$ cat src/rtl/operand_sel_seq.sv
`default_nettype none
// ============================================================================
// operand_sel_seq : registered NCH-way operand selector, ready/valid output,
//                   two-beat swap mode. Optional macro OPMUX_ERR_EN.
// Revision 1.0
// ============================================================================
module operand_sel_seq #(
  parameter int WIDTH = 16,
  parameter int NCH   = 4,
  parameter int SEL_W = 2
) (
  input  logic                 clk,
  input  logic                 rst_f,
  input  logic [NCH*WIDTH-1:0] in_data,
  input  logic [SEL_W-1:0]     sel,
  input  logic                 swap,
  input  logic                 req_valid,
  output logic                 req_ready,
  output logic [WIDTH-1:0]     out_data,
  output logic                 out_valid,
  output logic                 out_last,
  input  logic                 out_ready
`ifdef OPMUX_ERR_EN
  ,
  output logic                 sel_err
`endif
);

  typedef enum logic [1:0] {
    S_IDLE  = 2'd0,
    S_SWAP0 = 2'd1,
    S_LAST  = 2'd2
  } state_t;

  localparam int               c_depth = 1 << SEL_W;
  localparam logic [SEL_W-1:0] c_last  = SEL_W'(NCH - 1);

  logic [WIDTH-1:0] ch [c_depth];
  logic             in_range;

  // Unused select codes read as zero so every index of ch is defined.
  generate
    for (genvar gi = 0; gi < c_depth; gi++) begin : g_ch
      if (gi < NCH) begin : g_live
        assign ch[gi] = in_data[gi*WIDTH +: WIDTH];
      end else begin : g_pad
        assign ch[gi] = '0;
      end
    end
    if (NCH == c_depth) begin : g_full
      assign in_range = 1'b1;
    end else begin : g_part
      assign in_range = ({1'b0, sel} < (SEL_W+1)'(NCH));
    end
  endgenerate

  state_t           state_q, state_d;
  logic [WIDTH-1:0] out_data_q, out_data_d;
  logic [WIDTH-1:0] shadow_q, shadow_d;
  logic             out_valid_q, out_valid_d;
  logic             out_last_q, out_last_d;
  logic [SEL_W-1:0] idx, idx_nxt;
  logic             accept;
`ifdef OPMUX_ERR_EN
  logic             sel_err_q, sel_err_d;
`endif

  always_comb begin
    state_d     = state_q;
    out_data_d  = out_data_q;
    shadow_d    = shadow_q;
    out_valid_d = out_valid_q;
    out_last_d  = out_last_q;
`ifdef OPMUX_ERR_EN
    sel_err_d   = 1'b0;
`endif
    req_ready = (state_q == S_IDLE) | (out_valid_q & out_ready & out_last_q);
    accept    = req_valid & req_ready;
    idx       = in_range ? sel : '0;
    // Swap partner wraps at NCH, not at the select-code range.
    idx_nxt   = (idx == c_last) ? '0 : idx + 1'b1;

    if (out_valid_q && out_ready) begin
      if (state_q == S_SWAP0) begin
        out_data_d = shadow_q;
        out_last_d = 1'b1;
        state_d    = S_LAST;
      end else begin
        out_valid_d = 1'b0;
        out_last_d  = 1'b0;
        state_d     = S_IDLE;
      end
    end

    // A new request overrides the drain above, giving bubble-free back-to-back beats.
    if (accept) begin
`ifdef OPMUX_ERR_EN
      if (!in_range) begin
        out_valid_d = 1'b0;
        out_last_d  = 1'b0;
        sel_err_d   = 1'b1;
        state_d     = S_IDLE;
      end else
`endif
      if (swap) begin
        out_data_d  = ch[idx_nxt];
        shadow_d    = ch[idx];
        out_valid_d = 1'b1;
        out_last_d  = 1'b0;
        state_d     = S_SWAP0;
      end else begin
        out_data_d  = ch[idx];
        out_valid_d = 1'b1;
        out_last_d  = 1'b1;
        state_d     = S_LAST;
      end
    end
  end

  always_ff @(posedge clk or negedge rst_f) begin
    if (!rst_f) begin
      state_q     <= S_IDLE;
      out_data_q  <= '0;
      shadow_q    <= '0;
      out_valid_q <= 1'b0;
      out_last_q  <= 1'b0;
`ifdef OPMUX_ERR_EN
      sel_err_q   <= 1'b0;
`endif
    end else begin
      state_q     <= state_d;
      out_data_q  <= out_data_d;
      shadow_q    <= shadow_d;
      out_valid_q <= out_valid_d;
      out_last_q  <= out_last_d;
`ifdef OPMUX_ERR_EN
      sel_err_q   <= sel_err_d;
`endif
    end
  end

  assign out_data  = out_data_q;
  assign out_valid = out_valid_q;
  assign out_last  = out_last_q;
`ifdef OPMUX_ERR_EN
  assign sel_err   = sel_err_q;
`endif

endmodule
`default_nettype wire
$ cat config.mk
export PLATFORM = sky130hd
export DESIGN_NAME = operand_sel_seq
export DESIGN_NICKNAME = d
export VERILOG_FILES = /design/src/rtl/operand_sel_seq.sv
export SDC_FILE = /design/constraint.sdc
export NUM_CORES = 1
export LEC_CHECK = 0
export ABC_AREA = 0
export CAP_MARGIN = 20
export CORE_MARGIN = 2
export CORE_UTILIZATION = 49
export DETAILED_ROUTE_END_ITERATION = 10
export PLACE_DENSITY = 0.86
export SYNTH_ARGS = -nofsm -noshare
export SYNTH_HDL_FRONTEND = slang
export SYNTH_SLANG_ARGS = --single-unit
$ cat constraint.sdc
create_clock -name clk -period 3.1 [get_ports clk]
set_input_delay 0.465 -clock clk [delete_from_list [all_inputs] [get_ports clk]]
set_output_delay 0.465 -clock clk [all_outputs]
set_load 0.02 [all_outputs]
# [Word level (Yosys, flattened, before mapping)]
# Cells that the tools add are included.
[word_totals] out_inout_bits=19 ram_bits=0 wordCells=46 latch_bits=0 ff_bits=36 n_memories=0 in_bits=71 mem_bits_ro=0
[classes] n_eq_ne=3 bitwise_logic=6 n_mux=22 addsub=1 n_mul=0 n_reduce_logical=7 shift=0 n_div=0 order_cmp=2
[op_table] cell="2-to-1 mux 16 bit" n=8
[op_table] cell="binary-select mux 16 bit (select 2 bit)" n=2
[op_table] cell="2-to-1 mux 2 bit" n=5
[op_table] cell="2-to-1 mux 1 bit" n=7
[op_table] cell="greater-or-equal comparator 3 bit, second input constant" n=2
[op_table] cell="inverter 2 -> 3 bit" n=2
[op_table] cell="AND reduction 2 bit" n=3
[op_table] cell="nonzero test 2 bit" n=2
[op_table] cell="AND 1 bit" n=3
[op_table] cell="adder 2 x 1 -> 2 bit, second input constant" n=1
[op_table] cell="equality test 2 x 1 -> 1 bit, second input constant" n=1
[op_table] cell="equality test 2 bit, second input constant" n=1
[op_table] cell="logical NOT 2 bit" n=1
[op_table] cell="!= test 2 bit, second input constant" n=1
[op_table] cell="logical AND 1 bit" n=1
[op_table] cell="bitwise OR 1 bit" n=1

# [Longest topological paths before layout]
[logic_depth] ltp_word=8 mapped_depth=7 mapped_depth_nobuf=5

# [Least setup slack after synthesis]
# No wires, ideal clock.
[synth_timing] path_type="input to register" from="input sel[0]" to="register out_data_q[5], in the netlist out_data[5]" n_path_buf=1 path_stages=6 arrival_ns=1.784 setup_time_ns=0.131 required_time_ns=2.969 setup_slack_ns=1.185 cell_sequence="ha_1 > nor2_8 > buf_12 > mux4_2 > a22oi_1 > a22oi_1"
[synth_between] elab_chain_len=8 elab_cells_between_ends=13 classes_between="add/sub: 1; eq/ne: 1; mux: 9; bitwise: 2"
[synth_lines] element="start, declared" line="15" rtl="input logic [SEL_W-1:0] sel,"
[synth_lines] element="adder 2 x 1 -> 2 bit / equality test 2 bit (equally long branches)" line="81" rtl="idx_nxt = (idx == c_last) ? '0 : idx + 1'b1;"
[synth_lines] element="2-to-1 mux 2 bit" line="81"
[synth_lines] element="inverter 2 -> 3 bit (implied by the code)" line="106" rtl="out_data_d = ch[idx_nxt];"
[synth_lines] element="binary-select mux 16 bit (select 2 bit)" line="106"
[synth_lines] element="2-to-1 mux 16 bit (implied by the code) (2 in series)" line="106"
[synth_lines] element="2-to-1 mux 16 bit *" line="105" rtl="if (swap) begin"
[synth_lines] element="2-to-1 mux 16 bit *" line="96" rtl="if (accept) begin"
[synth_lines] element="end signal, assigned" line="132" rtl="out_data_q <= out_data_d;"
[synth_lines] element="end, declared" line="58" rtl="logic [WIDTH-1:0] out_data_q, out_data_d;"
# Every way passes the cells marked *; elsewhere a longest branch is shown, timed or not. The select of a mux whose other input is x is not followed.
# A chain may end at the register's enable or synchronous reset.

# [Worst setup path in the final report]
[layout_timing] from="input sel[0]" to="register out_data_q[2], in the netlist out_data[2]"
# The elaborated chain is that of the path after synthesis.

==> results.sh <==
export IMPL_core_rowCount=26
export IMPL_period_share=0.751
export IMPL_hp_class="register to register"
export IMPL_htreeDepth=2
export IMPL_finalCoreUtilization=0.706
export IMPL_antennaDiodeCount=0
export IMPL_holdBufCountCts=0
export IMPL_cts_path_max_buffers=2
export IMPL_wire_per_inst_um=18.8
export IMPL_yosysWarnings=0
export IMPL_finalCriticalPeriod_ps=2330
export IMPL_vias=2146
export IMPL_synth_net_count=275
export IMPL_hold_slack_ps=513
export IMPL_dp_hpwl_um=4980
export IMPL_grt_max_degree=36
export IMPL_cts_tree="yes"
export IMPL_ys_seq_area_frac=0.337
export IMPL_avgSynthCellArea_um2=12.8
export IMPL_drtAntennaViolNets=0
export IMPL_ys_seq_elements=35
export IMPL_vias_per_cell=6.03
export IMPL_remaining_drc_errors=0
export IMPL_worst_endpoint_arrival_ps=2480
export IMPL_die_h_um=76.8
export IMPL_ir_drop_v=0.000341
export IMPL_cts_resized=0
export IMPL_post_cts_buffers=0
export IMPL_syn_instance_count=203
export IMPL_initial_core_util=0.508
export IMPL_status="completed"
export IMPL_slew_limit_headroom=0.539
export IMPL_globalRouteTotalUtil=0.241
export IMPL_finalSetupTns_ps=0
export IMPL_clk_pin_slew_ps=70
export IMPL_path_class="input pin to register"
export IMPL_coreArea_um2=5110
export IMPL_syn_to_final_growth_pct=38.9
export IMPL_layout_drive_gt1_share=0.210
export IMPL_grt_pass1_wl_um=11300
export IMPL_numCtsBuffers=5
export IMPL_worstHoldPathCells=1
export IMPL_die_w_um=76.8
export IMPL_grt_overflow=0
export IMPL_tightest_slew_ps=692
export IMPL_rsz0062_at_grt="false"
export IMPL_worstSetupEndpointType="register"
export IMPL_synth_area_um2=2600
export IMPL_grt_use_met1=0.320
export IMPL_routed_wirelength_um=6710
export IMPL_fillers=372
export IMPL_rr_worst_depth=4
export IMPL_cts_sinks=35
export IMPL_setup_violations=0
export IMPL_gp_congestion=0.789
export IMPL_max_cap_violations=0
export IMPL_slew_viol_final=0
export IMPL_clock_latency_ps=290
export IMPL_grt_pass1_vias=2313
export IMPL_portBuffers=89
export IMPL_place_area_um2=3490
export IMPL_final_cell_area_um2=3610
export IMPL_hold_viol=0
export IMPL_leakage_nw=1.41
export IMPL_busiest_layer="met2"
export IMPL_root_buffer="clkbuf_8"
export IMPL_total_power_mw=2.63
export IMPL_p_per_area_nw_per_um2=729
export IMPL_ios=90
export IMPL_start_kind="input pin"
export IMPL_drt_first_pass_iters=6
export IMPL_cp_max_fo=17
export IMPL_fmax_mhz=429
export IMPL_clock_skew_ps=7.20
export IMPL_drtIter0Drc=223
export IMPL_use_met3=0.0529
export IMPL_antenna_found_initial=0
export IMPL_final_nets=357
export IMPL_dieArea_um2=5900
export IMPL_required_ps=3250
export IMPL_synth_cell_types=28
export IMPL_met2_usage=0.402
## path summary, 6_finish.rpt
path,endpoint,startpoint,slack [ps]
min in group asynchronous,out_data[12],rst_f,590
hold reg to reg,shadow_q[3],shadow_q[3],510
hold / removal,shadow_q[3],shadow_q[3],510
max in group asynchronous,out_data[2],rst_f,2200
setup reg to reg,shadow_q[9],state_q[1],1290
setup / recovery,out_data[2],sel[0],770
## cells in the final DEF (no fill, tap or decap), types with 2 or more instances in the layout
master           instances
a22oi_1                 33
o21a_1                  16
o21ai_0                 17
nand2b_1                 2
dfrtp_1                 35
inv_1                   17
mux4_1                   7
clkdlybuf4s50_1         89
nand2_1                  3
mux4_2                  25
buf_4                    6
clkbuf_8                 6
mux2_2                  16
## registers in the layout, indices dropped and copies added (netlist names)
register / flops
shadow_q: 16
state_q: 2
out_data: 16
out_valid: 1
## metrics by stage
stage | worst slack [ps] | std cells
after floorplan | 1190 | 203
after global placement | 527 | 348
after detailed placement | 456 | 348
after CTS | 754 | 356
after global routing | 652 | 356
final | 771 | 356
## area by class of cell
class,count,area (um^2),share of cell area
multi-input combinational,131,1530,0.423
timing repair buffer,95,936,0.259
sequential,35,876,0.243
tap,70,87.6,0.0243
clock buffer,6,82.6,0.0229
inverter,17,63.8,0.0177
clock inverter,2,35.0,0.00971
## logic make-up (layout without fill, tap and decap cells)
group                      after synthesis  count (layout)  share of synthesized area
DFF                                     35              35                      0.337
AOI/OAI and AO/OA                       72              72                      0.197
and+or+nand+nor                          9               9                     0.0251
buffers and inverters                   37             120                     0.0747
muxes                                   49              49                      0.361
adders and majority gates                1               1                    0.00482
## critical path, cell delays in order
cell	delay (ps)
clkdlybuf4s50_1	430
buf_4	250
nor2_8	380
mux4_1	620
a22oi_1	230
a22oi_1	90
## synth_stat cells (all sizes together)
library cell / instances / share of area
dfrtp: 35 / 0.34
a22oi: 33 / 0.095
mux4: 32 / 0.29
o21ai: 18 / 0.035
inv: 17 / 0.025
o21a: 17 / 0.050
buf: 16 / 0.044
mux2: 16 / 0.069
clkbuf: 4 / 0.0058
nand2: 3 / 0.0043
a211oi: 2 / 0.013
nand2b: 2 / 0.0048
nor2: 2 / 0.0092
a21o: 1 / 0.0029
a21oi: 1 / 0.0019
ha: 1 / 0.0048
mux2i: 1 / 0.0039
nor2b: 1 / 0.0034
or3b: 1 / 0.0034
## per-layer routing
layer,share of wire,routed length (um)
met4,0.012,80
met2,0.50,3320
met3,0.069,461
met1,0.42,2840
met5,0,0
## where the power goes
group          switching [mW]  internal (mW)
sequential              0.172          0.696
combinational           0.645          0.691
clock                   0.166          0.260
total                   0.983           1.65
Power figures use the tool's default switching activity.
